File: config.mk
export PLATFORM = sky130hd
export DESIGN_NAME = polybius_stream_codec_flat
export DESIGN_NICKNAME = d
export VERILOG_FILES = /design/src/rtl/polybius_pkg.sv /design/src/rtl/polybius_stream_codec_if.sv /design/src/rtl/polybius_map.sv /design/src/rtl/polybius_stream_codec.sv /design/src/flat_wrapper.sv
export SDC_FILE = /design/constraint.sdc
export NUM_CORES = 1
export LEC_CHECK = 0
export BUFFER_PORTS_ARGS = -buffer_cell sky130_fd_sc_hd__buf_4
export CAP_MARGIN = 20
export CORE_MARGIN = 1
export CORE_UTILIZATION = 40
export DETAILED_ROUTE_END_ITERATION = 8
export PLACE_DENSITY = 0.59
export SLEW_MARGIN = 30
export SYNTH_ARGS = -nofsm -noshare
export SYNTH_HDL_FRONTEND = slang
export SYNTH_SLANG_ARGS = --single-unit
File: constraint.sdc
create_clock -name clk -period 13.16 [get_ports clk]
set_input_delay 2.632 -clock clk [delete_from_list [all_inputs] [get_ports clk]]
set_output_delay 2.632 -clock clk [all_outputs]
set_load 0.02 [all_outputs]
File: src/rtl/polybius_pkg.sv
`default_nettype none
// +--------------------------------------------------------------------------+
// | polybius_pkg : shared constants, mode encoding and helpers for the codec |
// | Revision 1.0                                                             |
// +--------------------------------------------------------------------------+
package polybius_pkg;

  localparam int unsigned GRID_MAX      = 9;
  localparam logic [7:0]  BASE_CHAR_DEF = 8'h2A;
  localparam logic [7:0]  DIGIT0_DEF    = 8'h31;

  typedef enum logic {
    MODE_DEC = 1'b0,
    MODE_ENC = 1'b1
  } mode_e;

  // Stage-1 payload: the grid index travels together with its own mode.
  typedef struct packed {
    mode_e      mode;
    logic       ok;
    logic [7:0] idx;
  } s1_word_t;

  function automatic logic [15:0] sat_inc16(input logic [15:0] v);
    return (v == 16'hFFFF) ? v : v + 16'd1;
  endfunction

endpackage
`default_nettype wire

File: src/rtl/polybius_stream_codec_if.sv
`default_nettype none
// +--------------------------------------------------------------------------+
// | polybius_stream_codec_if : valid/ready stream bus and status counters    |
// | Revision 1.0                                                             |
// +--------------------------------------------------------------------------+
interface polybius_stream_codec_if;

  logic        mode;
  logic        in_valid;
  logic        in_ready;
  logic [15:0] in_data;
  logic        out_valid;
  logic        out_ready;
  logic [15:0] out_data;
  logic        out_err;
  logic [15:0] word_cnt;
  logic [15:0] err_cnt;

  modport master (
    output mode, in_valid, in_data, out_ready,
    input  in_ready, out_valid, out_data, out_err, word_cnt, err_cnt
  );

  modport slave (
    input  mode, in_valid, in_data, out_ready,
    output in_ready, out_valid, out_data, out_err, word_cnt, err_cnt
  );

endinterface
`default_nettype wire

File: src/rtl/polybius_map.sv
`default_nettype none
// +--------------------------------------------------------------------------+
// | polybius_map : combinational char <-> grid coordinate mapping            |
// | Revision 1.0                                                             |
// +--------------------------------------------------------------------------+
module polybius_map
  import polybius_pkg::*;
#(
  parameter int unsigned GRID      = 7,
  parameter logic [7:0]  BASE_CHAR = BASE_CHAR_DEF,
  parameter logic [7:0]  DIGIT0    = DIGIT0_DEF
) (
  input  mode_e       i_mode,
  input  logic [15:0] i_data,
  output logic [7:0]  o_idx,
  output logic        o_idx_ok,
  input  mode_e       i_s1_mode,
  input  logic [7:0]  i_s1_idx,
  input  logic        i_s1_ok,
  output logic [15:0] o_data,
  output logic        o_err
);

  localparam logic [7:0] c_grid  = 8'(GRID);
  localparam logic [7:0] c_cells = 8'(GRID * GRID);

  logic [7:0] w_row;
  logic [7:0] w_col;
  logic [7:0] w_key;
  logic       w_dec_ok;
  logic       w_enc_ok;
  logic [7:0] w_quot;
  logic [7:0] w_rem;

  // Subtractions wrap below the base, so one unsigned compare also catches underflow.
  assign w_row    = i_data[15:8] - DIGIT0;
  assign w_col    = i_data[7:0] - DIGIT0;
  assign w_key    = i_data[7:0] - BASE_CHAR;
  assign w_dec_ok = (w_row < c_grid) && (w_col < c_grid);
  assign w_enc_ok = (i_data[7:0] >= BASE_CHAR) && (w_key < c_cells);

  always_comb begin
    o_idx    = 8'h00;
    o_idx_ok = 1'b0;
    if (i_mode == MODE_ENC) begin
      o_idx    = w_key;
      o_idx_ok = w_enc_ok;
    end else begin
      o_idx    = w_row * c_grid + w_col;
      o_idx_ok = w_dec_ok;
    end
  end

  assign w_quot = i_s1_idx / c_grid;
  assign w_rem  = i_s1_idx % c_grid;

  always_comb begin
    o_data = 16'h0000;
    o_err  = 1'b1;
    if (i_s1_ok) begin
      o_err = 1'b0;
      if (i_s1_mode == MODE_ENC) begin
        o_data = {DIGIT0 + w_quot, DIGIT0 + w_rem};
      end else begin
        o_data = {8'h00, BASE_CHAR + i_s1_idx};
      end
    end
  end

endmodule
`default_nettype wire

File: src/rtl/polybius_stream_codec.sv
`default_nettype none
// +--------------------------------------------------------------------------+
// | polybius_stream_codec : 2-stage valid/ready Polybius encrypt/decrypt     |
// | Revision 1.0                                                             |
// +--------------------------------------------------------------------------+
module polybius_stream_codec
  import polybius_pkg::*;
#(
  parameter int unsigned GRID      = 7,
  parameter logic [7:0]  BASE_CHAR = BASE_CHAR_DEF,
  parameter logic [7:0]  DIGIT0    = DIGIT0_DEF
) (
  input logic                     clk,
  input logic                     rst_n,
  polybius_stream_codec_if.slave  bus
);

  if ((GRID < 2) || (GRID > GRID_MAX) ||
      (32'(BASE_CHAR) + GRID * GRID - 1 > 255) ||
      (32'(DIGIT0) + GRID - 1 > 255)) begin : g_bad_params
    $error("polybius_stream_codec: GRID/BASE_CHAR/DIGIT0 out of 8-bit range");
  end

  logic        r_run;
  logic        r_s1_valid;
  s1_word_t    r_s1_word;
  logic        r_s2_valid;
  logic [15:0] r_s2_data;
  logic        r_s2_err;
  logic [15:0] r_word_cnt;
  logic [15:0] r_err_cnt;

  logic        w_s2_free;
  logic        w_in_ready;
  logic        w_out_fire;
  s1_word_t    w_s1_next;
  logic [15:0] w_map_data;
  logic        w_map_err;

  polybius_map #(
    .GRID      (GRID),
    .BASE_CHAR (BASE_CHAR),
    .DIGIT0    (DIGIT0)
  ) u_map (
    .i_mode    (mode_e'(bus.mode)),
    .i_data    (bus.in_data),
    .o_idx     (w_s1_next.idx),
    .o_idx_ok  (w_s1_next.ok),
    .i_s1_mode (r_s1_word.mode),
    .i_s1_idx  (r_s1_word.idx),
    .i_s1_ok   (r_s1_word.ok),
    .o_data    (w_map_data),
    .o_err     (w_map_err)
  );

  assign w_s1_next.mode = mode_e'(bus.mode);

  // r_run keeps in_ready low during reset and raises it on the first cycle after.
  assign w_s2_free  = !r_s2_valid || bus.out_ready;
  assign w_in_ready = r_run && (!r_s1_valid || w_s2_free);
  assign w_out_fire = r_s2_valid && bus.out_ready;

  always_ff @(posedge clk) begin
    if (!rst_n) begin
      r_run      <= 1'b0;
      r_s1_valid <= 1'b0;
      r_s1_word  <= '{mode: MODE_DEC, ok: 1'b0, idx: 8'h00};
      r_s2_valid <= 1'b0;
      r_s2_data  <= 16'h0000;
      r_s2_err   <= 1'b0;
      r_word_cnt <= 16'h0000;
      r_err_cnt  <= 16'h0000;
    end else begin
      r_run <= 1'b1;
      if (w_in_ready) begin
        r_s1_valid <= bus.in_valid;
        if (bus.in_valid) begin
          r_s1_word <= w_s1_next;
        end
      end
      if (w_s2_free) begin
        r_s2_valid <= r_s1_valid;
        if (r_s1_valid) begin
          r_s2_data <= w_map_data;
          r_s2_err  <= w_map_err;
        end
      end
      if (w_out_fire) begin
        r_word_cnt <= sat_inc16(r_word_cnt);
        if (r_s2_err) begin
          r_err_cnt <= sat_inc16(r_err_cnt);
        end
      end
    end
  end

  assign bus.in_ready  = w_in_ready;
  assign bus.out_valid = r_s2_valid;
  assign bus.out_data  = r_s2_data;
  assign bus.out_err   = r_s2_err;
  assign bus.word_cnt  = r_word_cnt;
  assign bus.err_cnt   = r_err_cnt;

endmodule
`default_nettype wire

File: src/flat_wrapper.sv
// flat-port wrapper written by rule: the top's interface ports become plain ports
module polybius_stream_codec_flat import polybius_pkg::*;
#(
  parameter int unsigned GRID      = 7,
  parameter logic [7:0]  BASE_CHAR = BASE_CHAR_DEF,
  parameter logic [7:0]  DIGIT0    = DIGIT0_DEF
)
  (clk, rst_n, bus_mode, bus_in_valid, bus_in_data, bus_out_ready, bus_in_ready, bus_out_valid, bus_out_data, bus_out_err, bus_word_cnt, bus_err_cnt);
  polybius_stream_codec_if bus_i ();
  input logic clk;
  input logic rst_n;
  input wire logic [$bits(bus_i.mode)-1:0] bus_mode;
  input wire logic [$bits(bus_i.in_valid)-1:0] bus_in_valid;
  input wire logic [$bits(bus_i.in_data)-1:0] bus_in_data;
  input wire logic [$bits(bus_i.out_ready)-1:0] bus_out_ready;
  output wire logic [$bits(bus_i.in_ready)-1:0] bus_in_ready;
  output wire logic [$bits(bus_i.out_valid)-1:0] bus_out_valid;
  output wire logic [$bits(bus_i.out_data)-1:0] bus_out_data;
  output wire logic [$bits(bus_i.out_err)-1:0] bus_out_err;
  output wire logic [$bits(bus_i.word_cnt)-1:0] bus_word_cnt;
  output wire logic [$bits(bus_i.err_cnt)-1:0] bus_err_cnt;
  assign bus_i.mode = bus_mode;
  assign bus_i.in_valid = bus_in_valid;
  assign bus_i.in_data = bus_in_data;
  assign bus_i.out_ready = bus_out_ready;
  assign bus_in_ready = bus_i.in_ready;
  assign bus_out_valid = bus_i.out_valid;
  assign bus_out_data = bus_i.out_data;
  assign bus_out_err = bus_i.out_err;
  assign bus_word_cnt = bus_i.word_cnt;
  assign bus_err_cnt = bus_i.err_cnt;
  polybius_stream_codec #(.GRID(GRID), .BASE_CHAR(BASE_CHAR), .DIGIT0(DIGIT0)) u_core (.clk(clk), .rst_n(rst_n), .bus(bus_i));
endmodule
==> results of run 1 <==
## stage by stage
stage          instance area [sq um]  power [mW]    util
6_report                        5683      0.6669  0.4914
3_3_place_gp                    5369      0.4246  0.4642
4_1_cts                         5682      0.6741  0.4913
2_1_floorplan                   4825      0.3846       -
3_5_place_dp                    5369      0.4296  0.4642
5_1_grt                         5683      0.7101  0.4914
## sequential cells by signal (all words and copies together) (netlist names)
register and count:
u_core.r_run 1, u_core.r_s1_word 10, u_core.r_s1_valid 1, u_core.bus.word_cnt 16, u_core.bus.out_valid 1, u_core.bus.out_data 15
u_core.bus.out_err 1, u_core.bus.err_cnt 16
## routing by layer
layer | share of wire | up-vias
li1 | - | 2194
met1 | 0.48 | 2069
met2 | 0.48 | 77
met3 | 0.039 | 10
met4 | 0.0087 | 0
met5 | 0 | -
## kinds of logic (layout without fill, tap and decap cells)
logic type	Yosys count	in the layout	share of synthesized area
mux	9	9	0.01945
fa+ha+maj	39	39	0.1151
simple gates	230	230	0.2368
compound gates	127	127	0.1834
buf+inv	55	112	0.05446
flops	61	61	0.2531
xor+xnor	73	73	0.1369
other cells	1	1	0.0007773
## power groups by stage
stage               registers, mW  logic (mW)  clock network (mW)
global route                0.203       0.251               0.255
global placement            0.206       0.219                   0
detailed placement          0.206       0.224                   0
floorplan                   0.197       0.188                   0
finish                      0.202       0.223               0.242
CTS                         0.202       0.225               0.247
## final cells by class
type                    count  area share
repair buffers             71     0.09379
multi-input cells         479      0.5878
inverters                  25     0.01695
well taps                 143     0.03148
flip-flops and latches     61      0.2149
clock inverters             3    0.007486
clock buffers              13     0.04756
## placed cells by master, fill, tap and decap left out, types with 13 or more instances in the layout
| cell | netlist | routed |
|---|---|---|
| buf_4 | 2 | 71 |
| nor2_1 | 64 | 64 |
| dfxtp_1 | 61 | 61 |
| nand2_1 | 57 | 57 |
| xnor2_1 | 40 | 40 |
| xor2_1 | 31 | 31 |
| ha_1 | 30 | 30 |
| a21oi_1 | 26 | 26 |
| nand3_1 | 25 | 25 |
| o21ai_0 | 23 | 23 |
| inv_1 | 22 | 22 |
| and3_1 | 14 | 14 |
| nor3_1 | 13 | 13 |
## tightest hold or removal path, cell delays in order (launching register included)
cell and delay (ns):
dfxtp_1 0.31, nand2_1 0.05, a21oi_1 0.05
## worst paths after layout
path	slack (ns)	to	start	cells past startpoint
max	6.82	u_core.r_s1_word[7]$_SDFFE_PN0P_	bus_in_data[9]	18
min reg2reg	0.45	u_core.bus.out_data[11]$_SDFFE_PN0P_	u_core.bus.out_data[11]$_SDFFE_PN0P_	2
min	0.45	u_core.bus.out_data[11]$_SDFFE_PN0P_	u_core.bus.out_data[11]$_SDFFE_PN0P_	2
max reg2reg	7.70	u_core.bus.out_data[2]$_SDFFE_PN0P_	u_core.r_s1_word[4]$_SDFFE_PN0P_	20
==> results.md, run 1 <==
- Final worst path period need: around 6.3 ns
- Met2 Track Usage GR: 0.3217
- Yosys reg bits: 61
- Routed vias/inst: 5.472
- Worst Path Arrival: 6.58 ns
- CP Cell Sequence: buf_4 > inv_1 > ha_1 > a21boi_0 > xnor2_1 > fa_1 > inv_1 > fa_1 > ha_1 > a21o_1 > a21oi_1 > o21bai_1 > a21oi_1 > xnor3_1 > xnor2_1 > o21ai_0 > o21ai_0 > nor2_1
- Initial antenna violation count: 0
- Max Cap Violations: 0
- Endpoint type of the worst setup path: flip-flop
- Failing checks: DRC
- Clock Sinks: 61
- Die Y: 111.8 um
- CTS buffer count: 9
- Nets@finish: between 700 and 800
- WL per Instance: approximately 14 um
- Post-synthesis cell area: 0.004825 sq mm
- N_diodes: 0
- Setup violators final: 0
- Clock power frac: 0.362
- Clk root buf: clkbuf_16
- First-pass GRT wire length: 19390 um
- Switching power share of the total: 0.3256
- CTS tree: done
- M3 GR Usage: 0.03430
- Post-Synthesis Cells: 595
- Slew Viols, Final: 0
- Placed cells: 779
- Fin. Hold Viols: 0
- Initial Util: 0.4172
- Sw Pwr: 0.2171 mW
- Final period utilization: 0.4818
- Largest stage delay, worst path: 0.59 ns
- Required @ worst endpoint: approximately 13 ns
- Sum Neg Setup Slack: 0 ns
- DRC Markers: 10
- Top cell type's share of synthesized area: 0.2531
- EDFF count, synth: 0
- Setup WS pre-CTS: 6.521 ns
- Setup crit start kind: input port
- Reg clk slew, reported paths: 0.05 ns
- FF/Latch Area: 0.001221 sq mm
- FILL cells: ~1100
- Most common cell in the netlist: nor2_1
- Comb pwr share: 0.334
- CP max-delay cell: fa_1
- CP delay by family, top: adder cells
- Clk_skew: 0.007571 ns
- Crit path buffers/inverters: 3
- Syn Area/Cell: 8.109 sq um
- Post-route non-filler standard cell count: 795
- Post-DP HPWL: 8747 um
- RSZ-0062 raised after global routing: no
- Drt pass-1 iters: 7
- Setup repair bufs after CTS: 0
- Number of global-route vias before repair: 4036
- Largest net degree at the start of global routing: 56
- RePlAce Congestion: about 0.82
- Layer with the highest usage: met2
- Total Routed Length: 11480 um
- Yosys warns: 0
- Fin Hold WS: 0.4524 ns
- Routed Antenna Nets: 0
- Actual slew at the worst max-slew pin: 0.8377 ns
- Clk buf depth: 2
- Most common flop cell mapped by yosys: dfxtp_1
- Crit path kind: in2reg
- Port bufs: 70
- Rel. slew slack: 0.4408
- Number of DRC markers after the initial detailed-route iteration: 249
- CTS H-Tree Depth: 3
- Critical Path Fanout Max: 5
- Vias: 4350
- IO Count: a little over 70
- Area Growth Syn to Fin: 17.79%
- Hold Path Class: reg2reg
- Max Freq: 0.1577 GHz
- Seq/Total Area, Yosys: 0.2531
- Post-route worst setup slack: 6.819 ns
- Rows: 39
- Asr flop ratio synth: 0
- CORE AREA: 0.01156 sq mm
- GR Util All Layers: 0.1893
- Syn_nets: 655
- DIE AREA: 0.01250 sq mm
- Top post-synthesis cells by count: nor2_1, dfxtp_1, nand2_1
- Multi-input logic area: 0.003341 sq mm
- Post-cts resize count: 0
- Area leader, netlist: dfxtp_1
- Status: finished with violations
- # hold bufs at CTS: 0
- Pwr/cell area: 117.4 mW/mm^2
- Die width: 111.8 um
- Distinct cell type count after synthesis: 75
- Total gr overflow: 0
- Synth area leaders: dfxtp_1, ha_1, xnor2_1
- Clk_lat worst skew: 0.32 ns
- Layout cells sized above 1: 0.1580
- Met1 GRT Util: 0.2460
- Sequential share of power: 0.303
- Max VDD drop: between 0.00007 and 0.00008 V
- Leakage: 2.362 nW
- Int Pwr: 0.4498 mW
(Power assumes the default switching activity.)
==> inputs of run 2 (changes only) <==
Clock period 13.16 ns to 6.2 ns, I/O delays scaled along.
==> run 2 against run 1 <==
  * Via count is 0.23% lower
  * The flow still finishes with violations (DRC)
  * Highest routed layer unchanged
  * Clock skew is essentially flat
  * Flip-flop and latch count unchanged
  * Global-route usage is 0.24 points lower
  * Clock power grew 110%
==> results.md, run 2 (synthesis gave the netlist of run 1 again) <==
- Max VDD drop: 0.0001340 V
- Setup crit start kind: flip-flop
- Slew Viols, Final: 0
- RePlAce Congestion: 0.8806
- M3 GR Usage: 0.03919
- Actual slew at the worst max-slew pin: 0.9349 ns
- Post-DP HPWL: just under 9000 um
- Number of DRC markers after the initial detailed-route iteration: 322
- Rows: 39
- Placed cells: approximately 780
- Crit path buffers/inverters: 1
- Multi-input logic area: 0.003341 sq mm
- Required @ worst endpoint: around 6.4 ns
- N_diodes: 0
- Total Power: roughly 1.4 mW
- Total Routed Length: 11420 um
- Layout cells sized above 1: 0.1606
- Largest net degree at the start of global routing: 56
- Initial antenna violation count: 0
- Pwr/cell area: 247.9 mW/mm^2
- Die Y: 111.8 um
- DIE AREA: between 0.01 and 0.015 sq mm
- Largest stage delay, worst path: 0.69 ns
- Sum Neg Setup Slack: 0 ns
- Clk root buf: clkbuf_16
- Clock Sinks: 61
- Initial Util: 0.4172
- Met2 Track Usage GR: 0.3118
- Clk buf depth: 2
- Failing checks: DRC
- CORE AREA: 0.01156 sq mm
- Status: finished with violations
- Critical Path Fanout Max: 18
- Met1 GRT Util: 0.2451
- DRC Markers: 10
- CP Cell Sequence: clkinv_2 > or3_1 > a21oi_1 > a211o_1 > ha_1 > nand3_1 > mux2i_1 > nor3_2 > xnor2_1 > ha_1 > nand2_1 > o311a_1 > a221o_1 > and2_4 > mux2_2 > ha_1 > nand2b_1 > o32ai_1 > nor3_1 > o31ai_1
- Setup violators final: 0
- Worst path most repeated cell: ha_1
- Fin. Hold Viols: 0
- Leakage: 2.373 nW
- WL per Instance: 14.32 um
- FILL cells: 1123
- Most frequent cells in the layout: buf_4, nor2_1, dfxtp_1, nand2_1, xnor2_1
- First-pass GRT wire length: 19350 um
- Vias: 4340
- Clk_skew: 0.007699 ns
- Die width: 111.8 um
- Layer with the highest usage: met2
- Setup repair bufs after CTS: 0
- Hold Path Class: reg2reg
- Number of global-route vias before repair: 4056
- Nets@finish: 709
- Routed vias/inst: roughly 5.4
- Routed Antenna Nets: 0
- Area Growth Syn to Fin: 18.08%
- CP delay by family, top: compound AO/OA/AOI/OAI gates
- GR Util All Layers: 0.1869
- Clk_lat worst skew: around 0.32 ns
- Max Cap Violations: 0
- Most common cell after layout, fill and taps aside: buf_4
- RSZ-0062 raised after global routing: no
- CP max-delay cell: dfxtp_1
- CTS buffer count: 9
- CTS tree: done
- Drt pass-1 iters: 7
- Reg clk slew, reported paths: 0.05 ns
- # hold bufs at CTS: 0
- Max Freq: ~0.19 GHz
- CTS H-Tree Depth: 3
- Endpoint type of the worst setup path: flip-flop
- IO Count: 72
- Total gr overflow: 0
- Post-route non-filler standard cell count: 797
- Final worst path period need: between 5 and 6 ns
- Rel. slew slack: 0.3758
- FF/Latch Area: 0.001221 sq mm
- Final period utilization: 0.8512
- Post-cts resize count: 0
- Worst Path Arrival: about 5.5 ns
- Port bufs: 70
- Crit path kind: reg2reg
[run 2: path summary, 6_finish.rpt]
path,cells after the start,endpoint,startpoint,slack [ns]
min,2,u_core.bus.out_data[11]$_SDFFE_PN0P_,u_core.bus.out_data[11]$_SDFFE_PN0P_,0.46
max reg2reg,20,u_core.bus.out_data[2]$_SDFFE_PN0P_,u_core.r_s1_word[5]$_SDFFE_PN0P_,0.92
max,20,u_core.bus.out_data[2]$_SDFFE_PN0P_,u_core.r_s1_word[5]$_SDFFE_PN0P_,0.92
min reg2reg,2,u_core.bus.out_data[11]$_SDFFE_PN0P_,u_core.bus.out_data[11]$_SDFFE_PN0P_,0.46
[run 2: worst register-to-register path: stages (launching register included)]
cell and delay [ns]:
dfxtp_1 0.69, clkinv_2 0.27, or3_1 0.36, a21oi_1 0.13
a211o_1 0.23, ha_1 0.26, nand3_1 0.09, mux2i_1 0.40
nor3_2 0.17, xnor2_1 0.23, ha_1 0.41, nand2_1 0.13
o311a_1 0.15, a221o_1 0.27, and2_4 0.20, mux2_2 0.29
ha_1 0.22, nand2b_1 0.16, o32ai_1 0.25, nor3_1 0.08
o31ai_1 0.19
[run 2: stage by stage]
stage	cell area (sq um)	worst slack, ns	hold slack (ns)	utilization
3_5_place_dp	5384	0.9641	0.4509	0.4655
3_3_place_gp	5384	1.011	0.4468	0.4655
2_1_floorplan	4825	1.424	0.4827	-
6_report	5697	0.9224	0.4562	0.4926
5_1_grt	5697	0.5173	0.4758	0.4926
4_1_cts	5697	1.007	0.4575	0.4926
[run 2: power by group]
group	total [mW]	switching, mW	internal [mW]
Combinational	0.475	0.265	0.210
Sequential	0.424	0.0237	0.401
Clock	0.512	0.169	0.343
Total	1.41	0.458	0.954
[run 2: area by class of cell]
cell class | instances | share of cell area
clock buffers | 13 | 0.04744
clock inverters | 3 | 0.007468
inverters | 25 | 0.01669
multi-input cells | 479 | 0.5864
flip-flops and latches | 61 | 0.2144
well taps | 143 | 0.03141
repair buffers | 73 | 0.09620
[run 2: layer usage]
layer  vias to the layer above  wire, um
li1                       2202         -
met1                      2020      5387
met2                       109      5291
met3                         9       640
met4                         0        97
met5                         -         0
==> inputs of run 3 (changes only) <==
Settings changed: REMOVE_ABC_BUFFERS set to 1.
==> run 3 against run 2 <==
  * The flow still finishes with violations (DRC)
  * Combinational power up 3%
  * Highest routed layer unchanged
  * Register-to-register slack better by 0.03 ns
  * Largest cell class unchanged
  * Maximum frequency up 0.54%
  * Worst setup slack better by 0.029 ns
  * Clock-buffer cell count down 2
  * Clock skew down 0.0040 ns
  * Global-route usage up 0.25 points
  * Critical path depth unchanged
  * Largest power group unchanged
  * Sequential share of layout area about the same
  * Die area unchanged
  * Clock power down 2%
  * Final cell count up 0.13%
==> results.md, run 3 (synthesis gave the netlist of run 1 again) <==
- Rel. slew slack: 0.4924
- CORE AREA: 0.01156 sq mm
- Hold depth: 2
- DIE AREA: 0.01250 sq mm
- Actual slew at the worst max-slew pin: ~0.76 ns
- Initial antenna violation count: 0
- Setup repair bufs after CTS: 0
- Fin Hold WS: 0.4549 ns
- Hold Path Sink: u_core.bus.out_data[11]$_SDFFE_PN0P_
- Met1 GRT Util: 0.2483
- Number of DRC markers after the initial detailed-route iteration: 357
- Routed Antenna Nets: 0
- Reg-to-Reg End: u_core.bus.out_data[2]$_SDFFE_PN0P_
- Initial Util: 0.4172
- Total gr overflow: 0
- Status: finished with violations
- Failing checks: DRC
- First-pass GRT wire length: 19520 um
- Min-delay src: u_core.bus.out_data[11]$_SDFFE_PN0P_
- Clock Sinks: 61
- Layer with the highest usage: met2
- Pwr/cell area: 247.1 mW/mm^2
- Max Freq: 0.1905 GHz
- RePlAce Congestion: 0.8661
- Drt pass-1 iters: 7
- Worst Reg2Reg Path Length in Cells: 20
- Post-DP HPWL: 8845 um
- IO Count: 72
- Hold Path Class: reg2reg
- Clk_skew: 0.003701 ns
- FF-to-FF Start: u_core.r_s1_word[5]$_SDFFE_PN0P_
- Routed vias/inst: 5.474
- Fin. Hold Viols: 0
- # hold bufs at CTS: 0
- Number of global-route vias before repair: just over 4000
- CTS H-Tree Depth: 3
- Slew Viols, Final: 0
- Die Y: ~110 um
- Largest net degree at the start of global routing: 56
- Final worst path period need: 5.249 ns
- CTS buffer count: 9
- Max VDD drop: 0.0001455 V
- Nets@finish: about 710
- Setup crit start kind: flip-flop
- Sum Neg Setup Slack: 0 ns
- CP Cell Sequence: clkinv_2 > or3_1 > a21oi_1 > a211o_1 > ha_1 > nand3_1 > mux2i_1 > nor3_2 > xnor2_1 > ha_1 > nand2_1 > o311a_1 > a221o_1 > and2_4 > mux2_2 > ha_1 > nand2b_1 > o32ai_1 > nor3_1 > o31ai_1
- Leakage: 2.379 nW
- Post-cts resize count: 0
- WL per Instance: about 15 um
- Largest stage delay, worst path: between 0.6 and 0.7 ns
- Total Routed Length: ~12000 um
- Required @ worst endpoint: 6.43 ns
- Layout cells sized above 1: 0.1634
- Port bufs: 70
- Final period utilization: 0.8466
- Flop2flop setup slack: approximately 0.95 ns
- Worst path most repeated cell: ha_1
- Clk buf depth: 2
- M3 GR Usage: 0.03103
- Die width: 111.8 um
- CTS tree: done
- Rows: 39
- Worst Path Arrival: 5.48 ns
- CP max-delay cell: dfxtp_1
- Vias: roughly 4400
- Max Cap Violations: 0
- Most frequent cells in the layout: buf_4, nor2_1, dfxtp_1, nand2_1, xnor2_1
- DRC Markers: 12
- GR Util All Layers: 0.1895
- Area Growth Syn to Fin: 18.15%
- Met2 Track Usage GR: 0.3081
- Crit path kind: reg2reg
- N_diodes: 0
- Reg clk slew, reported paths: 0.05 ns
- Clk_lat worst skew: 0.33 ns
- Clk root buf: clkbuf_16
- Critical Path Fanout Max: 18
- RSZ-0062 raised after global routing: no
- Most common cell after layout, fill and taps aside: buf_4
- Setup violators final: 0
- Endpoint type of the worst setup path: flip-flop
run 3: stage by stage:
step	setup slack (ns)	cells	power [mW]	util	area (sq um)
floorplan	1.405	565	0.7934	-	4657
global placement	1.010	783	0.9069	0.4668	5399
detailed placement	0.9568	783	0.9120	0.4668	5399
CTS	1.030	798	1.419	0.4928	5699
global route	0.4927	798	1.491	0.4929	5700
finish	0.9509	798	1.409	0.4929	5700
run 3: layout make-up:
class                      count  area, sq um
fill                        1096         5864
tap                          143        178.9
inverter                      25        96.34
multi-input combinational    479         3341
clock inverter                 4        47.55
clock buffer                  11        252.7
timing repair buffer          75        563.0
sequential                    61         1221
run 3: worst max path at each step:
| stage | from | to | slack [ns] | cells after the start |
|---|---|---|---|---|
| finish | u_core.r_s1_word[5]$_SDFFE_PN0P_ | u_core.bus.out_data[2]$_SDFFE_PN0P_ | 0.95 | 20 |
| floorplan | bus_in_data[9] | u_core.r_s1_word[7]$_SDFFE_PN0P_ | 1.41 | 17 |
| global placement | bus_in_data[9] | u_core.r_s1_word[7]$_SDFFE_PN0P_ | 1.01 | 19 |
| global route | u_core.r_s1_word[5]$_SDFFE_PN0P_ | u_core.bus.out_data[2]$_SDFFE_PN0P_ | 0.49 | 20 |
| CTS | u_core.r_s1_word[5]$_SDFFE_PN0P_ | u_core.bus.out_data[2]$_SDFFE_PN0P_ | 1.03 | 20 |
| detailed placement | bus_in_data[9] | u_core.r_s1_word[7]$_SDFFE_PN0P_ | 0.96 | 18 |
run 3: routing by layer:
layer  routed length, um  vias up
li1                    -     2204
met1                5617     2041
met2                5270      108
met3                 569       15
met4                 172        0
met5                   0        -
run 3: report_power, final:
part | internal [mW] | switching [mW] | total (mW)
clock | 0.329 | 0.174 | 0.503
sequential | 0.401 | 0.0176 | 0.418
combinational | 0.213 | 0.274 | 0.487
run 3: critical path: cells and delay by family (launching register included):
kind                     cells  cell delay [ns]
AO/OA/AOI/OAI                6             1.22
XOR/XNOR                     1             0.21
adder cells (fa/ha/maj)      3             0.89
buffers and inverters        1             0.27
flip-flops                   1             0.68
multiplexers                 2             0.70
AND/OR/NAND/NOR              7             1.19
